--- src/rtl/alu_share_arbiter.sv ---
// Two requesters time-share one combinational ALU through an IDLE/EXEC/RESP handshake FSM.
// Round-robin tie-break; the result and error flag are registered and held until the owner consumes them.

module alu #(
    parameter int DATA_W = 32
) (
    input  logic [3:0]        opcode,
    input  logic [DATA_W-1:0] data1,
    input  logic [DATA_W-1:0] data2,
    output logic [DATA_W-1:0] result,
    output logic              err
);

    always_comb begin
        result = '0;
        err    = 1'b0;
        case (opcode)
            4'b0001: result = data1 + data2;
            4'b0010: result = data1 - data2;
            4'b0011: result = data1 & data2;
            4'b0100: result = data1 | data2;
            4'b0101: result = data1 ^ data2;
            default: err    = 1'b1;
        endcase
    end

endmodule

module alu_share_arbiter #(
    parameter int DATA_W = 32,
    parameter int CNT_W  = 16
) (
    input  logic              clk,
    input  logic              rst,
    input  logic              req0_valid,
    output logic              req0_ready,
    input  logic [DATA_W-1:0] req0_data1,
    input  logic [DATA_W-1:0] req0_data2,
    input  logic [3:0]        req0_opcode,
    input  logic              req1_valid,
    output logic              req1_ready,
    input  logic [DATA_W-1:0] req1_data1,
    input  logic [DATA_W-1:0] req1_data2,
    input  logic [3:0]        req1_opcode,
    output logic              rsp0_valid,
    input  logic              rsp0_ready,
    output logic              rsp1_valid,
    input  logic              rsp1_ready,
    output logic [DATA_W-1:0] rsp_data,
    output logic              rsp_err,
    output logic              busy,
    output logic [CNT_W-1:0]  op_count
);

    typedef enum logic [1:0] {IDLE, EXEC, RESP} state_t;

    state_t            state, state_nxt;
    logic              last_grant;
    logic              owner;
    logic [DATA_W-1:0] data1_q, data2_q;
    logic [3:0]        opcode_q;
    logic              grant_vld, grant_id;
    logic              owner_rdy;
    logic              accept, handshake;
    logic [DATA_W-1:0] alu_result;
    logic              alu_err;

    alu #(.DATA_W(DATA_W)) u_alu (
        .opcode (opcode_q),
        .data1  (data1_q),
        .data2  (data2_q),
        .result (alu_result),
        .err    (alu_err)
    );

    // On a tie the requester that did not win last time is granted.
    always_comb begin
        grant_vld = req0_valid | req1_valid;
        if (req0_valid && req1_valid)
            grant_id = ~last_grant;
        else
            grant_id = req1_valid;
        owner_rdy = owner ? rsp1_ready : rsp0_ready;
    end

    always_comb begin
        state_nxt  = state;
        req0_ready = 1'b0;
        req1_ready = 1'b0;
        rsp0_valid = 1'b0;
        rsp1_valid = 1'b0;
        accept     = 1'b0;
        handshake  = 1'b0;
        case (state)
            IDLE: begin
                if (grant_vld && !rst) begin
                    accept     = 1'b1;
                    req0_ready = ~grant_id;
                    req1_ready = grant_id;
                    state_nxt  = EXEC;
                end
            end
            EXEC: state_nxt = RESP;
            RESP: begin
                rsp0_valid = ~owner & ~rst;
                rsp1_valid = owner & ~rst;
                if (owner_rdy) begin
                    handshake = ~rst;
                    state_nxt = IDLE;
                end
            end
            default: state_nxt = IDLE;
        endcase
    end

    always_ff @(posedge clk) begin
        if (rst) begin
            state      <= IDLE;
            last_grant <= 1'b1;
            owner      <= 1'b0;
            data1_q    <= '0;
            data2_q    <= '0;
            opcode_q   <= '0;
            rsp_data   <= '0;
            rsp_err    <= 1'b0;
            op_count   <= '0;
        end else begin
            state <= state_nxt;
            if (accept) begin
                owner      <= grant_id;
                last_grant <= grant_id;
                data1_q    <= grant_id ? req1_data1  : req0_data1;
                data2_q    <= grant_id ? req1_data2  : req0_data2;
                opcode_q   <= grant_id ? req1_opcode : req0_opcode;
            end
            if (state == EXEC) begin
                rsp_data <= alu_result;
                rsp_err  <= alu_err;
            end
            if (handshake)
                op_count <= op_count + CNT_W'(1);
        end
    end

    assign busy = (state != IDLE);

endmodule

--- config.mk ---
export PLATFORM = sky130hd
export DESIGN_NAME = alu_share_arbiter
export DESIGN_NICKNAME = d
export VERILOG_FILES = /design/src/rtl/alu_share_arbiter.sv
export SDC_FILE = /design/constraint.sdc
export NUM_CORES = 1
export LEC_CHECK = 0
export BUFFER_PORTS_ARGS = -buffer_cell sky130_fd_sc_hd__buf_4
export CORE_MARGIN = 2
export CORE_UTILIZATION = 60
export DETAILED_ROUTE_END_ITERATION = 6
export HOLD_SLACK_MARGIN = 0.12
export PLACE_DENSITY = 0.95
export SKIP_CTS_REPAIR_TIMING = 1
export SLEW_MARGIN = 20
export SYNTH_ARGS = -nofsm -noshare
export SYNTH_HDL_FRONTEND = slang
export SYNTH_SLANG_ARGS = --single-unit
export TNS_END_PERCENT = 1
--- constraint.sdc ---
create_clock -name clk -period 6.4 [get_ports clk]
set_input_delay 0.64 -clock clk [delete_from_list [all_inputs] [get_ports clk]]
set_output_delay 0.64 -clock clk [all_outputs]
set_load 0.02 [all_outputs]
# Yosys cells after proc, flatten, opt, wreduce, memory -nomap -nowiden

Index checks and enable logic that the tools add are counted.

Multiplexer cells: 20
Bitwise logic cells: 10
Eq/ne operators: 9
Add/subtract/negate cells: 3
Reduce and logical (&&, ||, !) cells: 7

Operators with widths:

| operator                                                               | number |
|---|---|
| 32-bit case mux with 5 select lines                                    | 1 |
| 32-bit two-way mux                                                     | 2 |
| 32-bit adder                                                           | 1 |
| 32-bit AND                                                             | 1 |
| 32-bit bitwise OR                                                      | 1 |
| 32-bit subtractor                                                      | 1 |
| 32-bit bitwise XOR                                                     | 1 |
| 16-bit by 1-bit adder with 16-bit output (second input constant)       | 1 |
| 1-bit two-way mux                                                      | 13 |
| 4-bit by 2-bit equality test with 1-bit output (second input constant) | 2 |
| 4-bit by 3-bit equality test with 1-bit output (second input constant) | 2 |
| 2-bit case mux with 3 select lines                                     | 1 |
| 5-bit OR reduction                                                     | 1 |
| 4-bit by 1-bit equality test with 1-bit output (second input constant) | 1 |
| 2-bit two-way mux                                                      | 2 |
| 4-bit two-way mux                                                      | 1 |
| 2-bit != test (second input constant)                                  | 2 |
| 1-bit NOT                                                              | 4 |
| 1-bit AND                                                              | 2 |
| 2-bit by 1-bit equality test with 1-bit output (second input constant) | 1 |
| 2-bit equality test (second input constant)                            | 1 |
| 1-bit logical AND                                                      | 2 |
| 2-bit zero test                                                        | 1 |
| 2-bit AND reduction                                                    | 1 |
| other kinds (3)                                                        | 3 |

Output and inout bits: 54
Bits in registers: 121

# Depth between registers and ports, before layout

Gate-level depths: netlist of run 1.

Depth in word-level cells: 5
Depth in mapped cells: 19
Mapped depth without buffers: 18

# Hierarchy

Synthesis of run 1 repeated with hierarchy kept, for this count alone.

Cell total of the unflattened synthesis: 1045
Area total of the unflattened synthesis: 8625.8 µm²

By module, submodules not included:

| module            | instances | cells an instance | area each (µm²) |
|---|---|---|---|
| alu_share_arbiter | 1         | 489               | 4620.7 |
| alu               | 1         | 556               | 4005.1 |

# Worst setup path before layout of run 1

No wires, ideal clock.

Kind: flip-flop to flip-flop
Start point: reg data2_q[10]
End point: reg rsp_data[30]
Required time: 6.266 ns
Setup time: 0.134 ns
Path buffers: 1
Arrival time: 3.468 ns
Period minus slack after synthesis: 3.601 ns
Slack: 2.799 ns
Stages on the path, launching flop included: 18
Path through: dfxtp_1 -> or4_1 -> nor3_1 -> nand2_1 -> nor2_1 -> nand2_1 -> nor2_1 -> a21oi_1 -> xnor2_1 -> ha_1 -> clkbuf_1 -> a21o_1 -> a21o_1 -> a221o_1 -> a21o_1 -> a31oi_1 -> xor2_1 -> o22ai_1

Longest elaborated chain between the ends: 2

Ends and longest elaborated chain:

| item                                              | line   | RTL |
|---|---|---|
| from (decl)                                       | 60     | `logic [DATA_W-1:0] data1_q, data2_q;` |
| from (signal assigned)                            | 133    | `data2_q <= grant_id ? req1_data2 : req0_data2;` |
| 32-bit subtractor or 32-bit adder (tied branches) | 19, 18 |  |
| 32-bit case mux with 5 select lines (*)           | 17     | `case (opcode)` |
| to (signal assigned)                              | 137    | `rsp_data <= alu_result;` |
| to (decl)                                         | 49     | `output logic [DATA_W-1:0] rsp_data,` |

Mark *: on every way between the ends. The rest lies on a longest branch, timed or not.
A chain may end at the register's enable or synchronous reset.

# Final worst setup path of run 1

Ends and elaborated chain as after synthesis.

==> metrics.txt, run 1 <==
total track usage=0.333; Max IR drop VDD=around 0.22 mV; Final ANT Viol Nets=0; Synth Warn #=0; Post-Route WL=26900 um; mapped cell area=9030 um^2; Worst-Skew Late Latency=about 430 ps; Required @ worst endpoint=~6700 ps; critical setup path kind=flop to flop; Async S/R FF share, synth=0; share of layout cells above drive strength 1=0.197; max_cap viols=0; HP Start=op_count[5]$_SDFFE_PP0P_; pin count of the biggest net entering global routing=114; CP Launch Type=flop; register area share after synthesis=0.268; Max-Slew Margin vs Limit=0.315; Crit Path Max Fanout=9; Worst R2R Path Depth=16; Final Hold Fails=0; GP Congestion=about 0.98; CTS HTree Levels=4; Mapped Nets=roughly 1400; hold path endpoint=op_count[5]$_SDFFE_PP0P_; CTS sink cnt=around 120; Synth Flop Type=dfxtp_1; Hold Path Class=flop to flop; fmax=about 250 MHz; max incr delay on CP=600 ps; final net count=roughly 1500; IO Port Bufs=roughly 200; CTS tree=done; Seq cells post-synth=roughly 120; initial core utilization=0.617; grt total ovfl=0; clock buffer depth=2; Root Driver=clkbuf_16; Avg Inst Size Synth=around 8.1 um^2; Buf/Inv on CP=0; CP arrival=between 4000 and 5000 ps; DRT iter0 DRCs=~1100; CP delay by family, top=simple AND/OR/NAND/NOR gates; worst slack, placed=between 2000 and 3000 ps; Pre-antenna DRT Iters=5; Most common cell on crit path=a21o_1; drt drc=0; Pins Over Slew Limit=0; post-synthesis cell count=1114; R2R Path End=rsp_data[30]$_SDFFE_PP0N_; DR vias=between 9000 and 10000; initial antenna violation count=0; die span in x=~130 um; WL/cell=~18 um; final design utilization=0.764; most frequent cells in the layout=buf_4, nor2_1, dfxtp_1, ha_1, a211oi_1; most common cell after layout, fill and taps aside=buf_4; Pleak=5.02 nW; I/O pin cnt=between 150 and 200; slew at the pin closest to its max-slew limit=between 1000 and 1500 ps; n_diodes=0; post-synth top area share=0.268; Syn-to-layout area delta=23.8%; clock buffer count from CTS=17; number of synthesized flops with an enable pin=0; Post-DP Area=around 11000 um^2; Die H=127 um; Setup TNS=0 ps; slowest CP cell=or4_1; Worst Hold Path Cells=2; Rows=44; largest area contributor in the netlist=dfxtp_1; r2r setup slk=between 2000 and 2500 ps; r2r startpoint=data2_q[10]$_SDFFE_PP0P_; vias in the first global route=roughly 8500; routed vias/inst=just over 6; Final Critical Period=between 4000 and 5000 ps; post-route cell area=around 11000 um^2; DPL Wire Length=between 15000 and 20000 um; final setup vio count=0; Crit. End Element=flop; core region area=14600 um^2; Power Density=~270 nW/um^2; final worst setup slack=between 2000 and 2500 ps; Final period util=0.628; die area=between 15000 and 20000 um^2; top cells by area, synth=dfxtp_1, ha_1, mux2i_1, nor2_1, a211oi_1; Worst Skew=9.23 ps; first-pass GRT wire length=~43000 um; Distinct cells, synth=68; worst-path cell chain=or4_1, nor3_1, nand2_1, nor2_1, nand2_1, nor2_1, a21oi_1, xnor2_1, ha_1, a21o_1, a21o_1, a221o_1, a21o_1, a31oi_1, xor2_1, o22ai_1; status=complete, no violations; RSZ-0062 raised after global routing=false; Worst-path clk slew=~60 ps
## how the worst max path moves through the flow
stage | start | to | cells after the start
3_5_place_dp | data2_q[10]$_SDFFE_PP0P_ | rsp_data[30]$_SDFFE_PP0N_ | 16
4_1_cts | data2_q[10]$_SDFFE_PP0P_ | rsp_data[30]$_SDFFE_PP0N_ | 16
2_1_floorplan | data2_q[10]$_SDFFE_PP0P_ | rsp_data[30]$_SDFFE_PP0N_ | 17
3_3_place_gp | data2_q[2]$_SDFFE_PP0P_ | rsp_data[30]$_SDFFE_PP0N_ | 16
5_1_grt | opcode_q[3]$_SDFFE_PP0P_ | rsp_data[24]$_SDFFE_PP0N_ | 14
6_report | data2_q[10]$_SDFFE_PP0P_ | rsp_data[30]$_SDFFE_PP0N_ | 16
## worst register-to-register path, delay by kind of cell, from the launching register on
| kind | cells | cell delay [ps] |
|---|---|---|
| simple gates | 6 | 1550 |
| compound gates | 7 | 1280 |
| fa+ha+maj | 1 | 390 |
| flops | 1 | 360 |
| xor+xnor | 2 | 300 |
## where the power goes
group / total (W) / switching [W] / leakage [nW] / internal, W
logic: 0.00111 / 0.000648 / 3.73 / 0.000464
clock network: 0.00101 / 0.000353 / 0.292 / 0.000659
registers: 0.000921 / 0.000101 / 0.994 / 0.000821
## Yosys cell counts (4+ instances only)
cell,n
nand2_1,49
nor2_1,174
xor2_1,22
nor3_1,9
xnor2_1,42
and3_1,11
a221o_1,5
inv_1,74
a211oi_1,76
o21bai_1,6
a21oi_1,61
nor2b_1,4
o21ai_0,30
mux2i_1,70
buf_1,5
and2_1,5
o21ai_1,5
nor4_1,6
nand3_1,18
o31ai_1,5
a41oi_1,6
a21o_1,19
a22oi_1,6
dfxtp_1,121
a221oi_1,32
nand4_1,5
or3_1,8
clkbuf_1,61
o22ai_1,10
o21a_1,4
ha_1,97
nand2b_1,7
a31oi_1,8
## routing by layer
layer / GRT usage / wire, um / vias to the layer above
met4: 0.111 / 589 / 0
met2: 0.527 / 12000 / 522
li1: - / - / 4310
met3: 0.0721 / 2920 / 73
met5: 0 / 0 / -
met1: 0.454 / 11300 / 4131
## kinds of logic after synthesis
logic type / synth area share
AND/OR/NAND/NOR: 0.161
adder cells (fa/ha/maj): 0.137
buffers and inverters: 0.0616
multiplexers: 0.0776
flip-flops: 0.268
AO/OA/AOI/OAI: 0.233
XOR/XNOR: 0.0621
## registers in the layout, summed over array words and instances (netlist names)
signal and count:
data1_q 32, data2_q 32, rsp_data 32, op_count 16, opcode_q 4, state 2, last_grant 1, owner 1
rsp_err 1
## layout make-up
| cell class | instances | area (um^2) |
|---|---|---|
| inverters | 74 | 278 |
| clock buffers | 20 | 447 |
| fillers | 990 | 3460 |
| flip-flops and latches | 121 | 2420 |
| multi-input cells | 849 | 6090 |
| well taps | 184 | 230 |
| repair buffers | 206 | 1550 |
| clock inverters | 12 | 174 |
## through the flow
step | instances | total power, W | hold WS, ps
2_1_floorplan | 1114 | 0.00169 | 432
3_3_place_gp | 1434 | 0.00196 | 467
3_5_place_dp | 1434 | 0.00200 | 495
4_1_cts | 1466 | 0.00302 | 506
5_1_grt | 1466 | 0.00320 | 524
6_report | 1466 | 0.00305 | 503
No activity file was read; power rests on OpenSTA's default activity.
==> run 2: changes to the inputs <==
--- a/config.mk
+++ b/config.mk
@@ -7,10 +7,10 @@
 export LEC_CHECK = 0
 export BUFFER_PORTS_ARGS = -buffer_cell sky130_fd_sc_hd__buf_4
 export CORE_MARGIN = 2
-export CORE_UTILIZATION = 60
+export CORE_UTILIZATION = 51
 export DETAILED_ROUTE_END_ITERATION = 6
 export HOLD_SLACK_MARGIN = 0.12
-export PLACE_DENSITY = 0.95
+export PLACE_DENSITY = 0.89
 export SKIP_CTS_REPAIR_TIMING = 1
 export SLEW_MARGIN = 20
 export SYNTH_ARGS = -nofsm -noshare
==> constraint.sdc (replaced) <==
create_clock -name clk -period 3.47 [get_ports clk]
set_input_delay 0.347 -clock clk [delete_from_list [all_inputs] [get_ports clk]]
set_output_delay 0.347 -clock clk [all_outputs]
set_load 0.02 [all_outputs]
==> run 2 against run 1 <==
The flow now finishes with violations (negative setup slack). Design area is 8.5% higher. Global-route usage is 4.1 points lower. Sequential power is 81% higher. Largest cell class unchanged. Highest routed layer unchanged.
==> metrics.txt, run 2 (synthesis gave the netlist of run 1 again) <==
DPL Wire Length=21100 um (+6.5%); die area=18800 um^2 (+17%); CTS sink cnt=121 (unchanged); Syn-to-layout area delta=34.3%; slew at the pin closest to its max-slew limit=1060 ps (+34.1 ps); Post-Route WL=28200 um (+4.8%); Final Critical Period=3560 ps (-464 ps); first-pass GRT wire length=43200 um (+0.46%); final worst setup slack=-87.3 ps (-2470 ps); Pins Over Slew Limit=0 (unchanged); core region area=17300 um^2 (+18%); clock buffer depth=2 (unchanged); hold_ws=270 ps (-233 ps); Final Hold Fails=0 (unchanged); grt total ovfl=0 (unchanged); RSZ-0062 raised after global routing=true; max_cap viols=0 (unchanged); Worst Hold Path Cells=3 (+1); Worst Skew=11.6 ps (+2.38 ps); Rows=48 (+9.1%); final net count=1592 (+5.5%); I/O pin cnt=196 (unchanged); Final ANT Viol Nets=0 (unchanged); final design utilization=0.701 (-0.0624); r2r setup slk=-90 ps (-2470 ps); Hold Path Class=input port to flop; routed vias/inst=5.86 (-4.9%); CTS HTree Levels=4 (unchanged); Crit. End Element=flop; vias in the first global route=8697 (+2.1%); final setup vio count=4 (+4); largest registers=data1_q (32), data2_q (32), rsp_data (32); total track usage=0.292 (-0.0409); hold path endpoint=data2_q[28]$_SDFFE_PP0P_; status=complete, but fails checks; clock buffer count from CTS=17 (unchanged); Die H=137 um (+8.2%); pin count of the biggest net entering global routing=77 (-32%); Power Density=486 nW/um^2 (+79%); DR vias=9324 (+3.2%); failing checks=negative setup slack; critical setup path kind=flop to flop; Final period util=1.03 (+0.397); Max IR drop VDD=0.386 mV (+77%); gr busiest metal=met2; Worst R2R Path Depth=16 (unchanged); M3 GR Usage=0.0693 (-0.00286); Pre-antenna DRT Iters=6 (+1); Max-Slew Margin vs Limit=0.291 (-0.0241); GP Congestion=0.959 (-2.5%); met1 Use GR=0.393 (-0.0608); Required @ worst endpoint=3760 ps (-2920 ps); met2 GRT Util=0.460 (-0.0675); DRT iter0 DRCs=886 (-18%); most common cell after layout, fill and taps aside=buf_4; HP Start=req0_data2[28]; CTS tree=done; drt drc=0 (unchanged); initial antenna violation count=0 (unchanged); R2R Path End=rsp_data[30]$_SDFFE_PP0N_; CP arrival=3850 ps (-450 ps); n_diodes=0 (unchanged); total power=0.00590 W (+94%); Pleak=5.48 nW (+9.1%); most frequent cells in the layout=buf_4, nor2_1, dfxtp_1, ha_1; r2r startpoint=data2_q[9]$_SDFFE_PP0P_; CP Launch Type=flop; WL/cell=17.7 um (-3.4%); IO Port Bufs=195 (unchanged); initial core utilization=0.522 (-0.0946); Worst-path clk slew=60 ps (about the same); die span in x=137 um (+8.2%); Root Driver=clkbuf_16; Crit Path Max Fanout=3 (-6); Worst-Skew Late Latency=430 ps (about the same); fmax=281 MHz (+13%); share of layout cells above drive strength 1=0.281 (+0.0840)
-- run 2: area by class of cell --
type,count,area (um^2)
multi-input combinational,849,6360
fill,1276,5160
sequential,121,2420
timing repair buffer,289,2210
clock buffer,22,464
tap,225,282
inverter,74,278
clock inverter,10,119
-- run 2: worst max path at each step --
stage	slack (ps)	to	from	cells after the start
2_1_floorplan	-40	rsp_data[30]$_SDFFE_PP0N_	data2_q[2]$_SDFFE_PP0P_	17
3_3_place_gp	-110	rsp_data[30]$_SDFFE_PP0N_	data2_q[18]$_SDFFE_PP0P_	14
3_5_place_dp	-110	rsp_data[30]$_SDFFE_PP0N_	data2_q[18]$_SDFFE_PP0P_	14
4_1_cts	-150	rsp_data[30]$_SDFFE_PP0N_	data2_q[18]$_SDFFE_PP0P_	14
5_1_grt	-190	rsp_data[30]$_SDFFE_PP0N_	data2_q[9]$_SDFFE_PP0P_	16
6_report	-90	rsp_data[30]$_SDFFE_PP0N_	data2_q[9]$_SDFFE_PP0P_	16
-- run 2: metal layers --
layer  routed length (um)  share of wire
met1                12200           0.43
met2                12500           0.45
met3                 2690          0.095
met4                  678          0.024
met5                    0              0
-- run 2: power breakdown --
| part | total [W] | internal, W | switching, W |
|---|---|---|---|
| Combinational | 0.00247 | 0.00111 | 0.00136 |
| Sequential | 0.00167 | 0.00151 | 0.000151 |
| Clock | 0.00176 | 0.00110 | 0.000664 |
-- run 2: critical path: stages, from the launching register on --
cell	delay, ps
dfxtp_2	320
or4_4	590
nor3_4	240
nand2_2	120
nor2_4	150
nand2_2	90
nor2_4	160
buf_6	120
a41oi_2	110
xnor2_1	190
ha_2	300
and3_1	180
a221o_1	290
a21o_1	170
a31oi_2	160
xor2_1	150
o22ai_1	80
-- run 2: through the flow --
step	cells	worst slack [ps]	instance area [um^2]	setup TNS (ps)
finish	1590	-87.3	12100	-206
global route	1590	-188	12100	-906
CTS	1584	-150	11800	-464
detailed placement	1552	-115	11300	-346
global placement	1552	-107	11300	-126
floorplan	1114	-43.8	9050	-43.8
==> run 3: changes to the inputs <==
--- a/config.mk
+++ b/config.mk
@@ -7,10 +7,11 @@
 export LEC_CHECK = 0
 export BUFFER_PORTS_ARGS = -buffer_cell sky130_fd_sc_hd__buf_4
 export CORE_MARGIN = 2
-export CORE_UTILIZATION = 51
+export CORE_UTILIZATION = 52
+export CTS_BUF_LIST = sky130_fd_sc_hd__clkbuf_8
 export DETAILED_ROUTE_END_ITERATION = 6
 export HOLD_SLACK_MARGIN = 0.12
-export PLACE_DENSITY = 0.89
+export PLACE_DENSITY = 0.9
 export SKIP_CTS_REPAIR_TIMING = 1
 export SLEW_MARGIN = 20
 export SYNTH_ARGS = -nofsm -noshare
==> run 3 against run 2 <==
The flow still finishes with violations (negative setup slack). First-iteration DRC count is 3.7% lower. Register-to-register slack hardly changed. Maximum frequency is 0.29% lower. Sequential power hardly changed. Non-clock buffer count is 2 lower. Design area is 1.5% lower. Sequential share of layout area is 0.31 points higher. Global-route usage is 0.35 points higher. Clock skew is 3.3 ps higher. Flip-flop and latch count stayed put. Die area is 1.9% lower. Cell count is 0.13% lower. Critical path type unchanged. Largest cell class unchanged.
==> metrics.txt, run 3 (synthesis gave the netlist of run 1 again) <==
Max-Slew Margin vs Limit=0.486 (+0.196); Syn-to-layout area delta=32.3%; Max IR drop VDD=0.300 mV (-22%); CTS HTree Levels=4 (unchanged); clock buffer count from CTS=17 (unchanged); Worst Skew=14.9 ps (+3.32 ps); Root Driver=clkbuf_8; Power Density=473 nW/um^2 (-2.8%); Final period util=1.03 (+0.00294); most frequent cells in the layout=buf_4, nor2_1, dfxtp_1, ha_1, inv_1; final worst setup slack=-97.5 ps (-10.2 ps); Crit. End Element=flop; first-pass GRT wire length=42800 um (-0.89%); Die H=136 um (-0.94%); RSZ-0062 raised after global routing=true; r2r setup slk=-100 ps (about the same); critical setup path kind=flop to flop; I/O pin cnt=196 (unchanged); Crit Path Max Fanout=3 (unchanged); share of layout cells above drive strength 1=0.277 (-0.00399); total power=0.00565 W (-4.3%); pin count of the biggest net entering global routing=138 (+79%); status=complete, but fails checks; fmax=280 MHz (-0.29%); initial antenna violation count=0 (unchanged); Post-Route WL=28300 um (+0.49%); Final Critical Period=3570 ps (+10.2 ps); IO Port Bufs=195 (unchanged); Int Pwr=0.00351 W (-5.7%); drt drc=0 (unchanged); final net count=1590 (-0.13%); WL/cell=17.8 um (+0.61%); r2r startpoint=data2_q[7]$_SDFFE_PP0P_; Combinational Power Share=0.434 (+0.015); DRT iter0 DRCs=853 (-3.7%); hold path endpoint=data2_q[16]$_SDFFE_PP0P_; final setup vio count=9 (+5); Switch Pwr=0.00214 W (-1.8%); Required @ worst endpoint=3800 ps (+40 ps); Setup TNS=-486 ps (-280 ps); most common cell after layout, fill and taps aside=buf_4; Pre-antenna DRT Iters=5 (-1); final design utilization=0.698 (-0.00336); Final Hold Fails=0 (unchanged); Clock power frac=0.271 (-0.027); Rows=48 (unchanged); Flop pwr share=0.295 (+0.013); hold_ws=220 ps (-50.2 ps); initial core utilization=0.528 (+0.00550); worst slack, placed=-78.6 ps (+36.3 ps); DPL Wire Length=20600 um (-2.0%); Worst-path clk slew=80 ps (+20 ps); vias in the first global route=8696 (-0.011%); grt total ovfl=0 (unchanged); n_diodes=0 (unchanged); Final ANT Viol Nets=0 (unchanged); core region area=17100 um^2 (-1.0%); GP Congestion=0.950 (-0.92%); DR vias=9403 (+0.85%); Worst-Skew Late Latency=470 ps (+40 ps); CP Launch Type=flop; Hold Path Class=input port to flop; Worst Hold Path Cells=3 (unchanged); CTS sink cnt=121 (unchanged); largest registers=data1_q (32), data2_q (32), rsp_data (32); die area=18400 um^2 (-1.9%); slew at the pin closest to its max-slew limit=751 ps (-311 ps); R2R Path End=rsp_data[30]$_SDFFE_PP0N_; CP arrival=3900 ps (+50 ps); clock buffer depth=2 (unchanged); die span in x=136 um (-0.94%); CTS tree=done; Pins Over Slew Limit=0 (unchanged); Worst R2R Path Depth=16 (unchanged); HP Start=req0_data2[16]; Sw Ratio=0.378 (+0.00951); routed vias/inst=5.92 (+0.97%); failing checks=negative setup slack; total track usage=0.296 (+0.00351); max_cap viols=0 (unchanged); Pleak=5.40 nW (-1.4%)
-- run 3: metrics by stage --
| stage | instance area [um^2] | instances |
|---|---|---|
| global placement | 11200 | 1550 |
| floorplan | 9050 | 1114 |
| detailed placement | 11200 | 1550 |
| finish | 11900 | 1588 |
| global route | 11900 | 1588 |
| CTS | 11700 | 1582 |
-- run 3: per-layer routing --
| metal | vias up | global-route usage | part of all wire |
|---|---|---|---|
| met3 | 77 | 0.0580 | 0.094 |
| li1 | 4481 | - | - |
| met2 | 489 | 0.481 | 0.46 |
| met4 | 0 | 0.116 | 0.023 |
| met1 | 4356 | 0.386 | 0.43 |
| met5 | - | 0 | 0 |
-- run 3: final cells by class --
type | count | area (um^2)
sequential | 121 | 2420
clock inverter | 13 | 214
fill | 1320 | 5170
multi-input combinational | 849 | 6300
clock buffer | 19 | 262
inverter | 74 | 278
tap | 225 | 282
timing repair buffer | 287 | 2190
-- run 3: worst max-delay path, stage by stage, from the launching register on --
cell	delay (ps)
dfxtp_2	320
or4_4	590
nor3_4	250
nand2_2	130
nor2_4	140
nand2_2	90
nor2_4	150
buf_6	120
a41oi_2	120
xnor2_1	210
ha_2	300
and3_4	140
a221o_1	310
a21o_1	160
a31oi_1	170
xor2_1	160
o22ai_1	70
-- run 3: power by group through the flow --
stage	combinational (W)	sequential, W	clock (W)
2_1_floorplan	0.00145	0.00167	0
3_3_place_gp	0.00218	0.00167	0
3_5_place_dp	0.00226	0.00168	0
4_1_cts	0.00229	0.00165	0.00154
5_1_grt	0.00266	0.00168	0.00160
6_report	0.00245	0.00167	0.00153
-- run 3: worst max path at each step --
| stage | start | endpoint | cells after the start |
|---|---|---|---|
| floorplan | data2_q[2]$_SDFFE_PP0P_ | rsp_data[30]$_SDFFE_PP0N_ | 17 |
| global placement | data2_q[2]$_SDFFE_PP0P_ | rsp_data[30]$_SDFFE_PP0N_ | 16 |
| detailed placement | data2_q[2]$_SDFFE_PP0P_ | rsp_data[30]$_SDFFE_PP0N_ | 17 |
| CTS | data2_q[2]$_SDFFE_PP0P_ | rsp_data[20]$_SDFFE_PP0N_ | 16 |
| global route | data2_q[7]$_SDFFE_PP0P_ | rsp_data[30]$_SDFFE_PP0N_ | 16 |
| finish | data2_q[7]$_SDFFE_PP0P_ | rsp_data[30]$_SDFFE_PP0N_ | 16 |
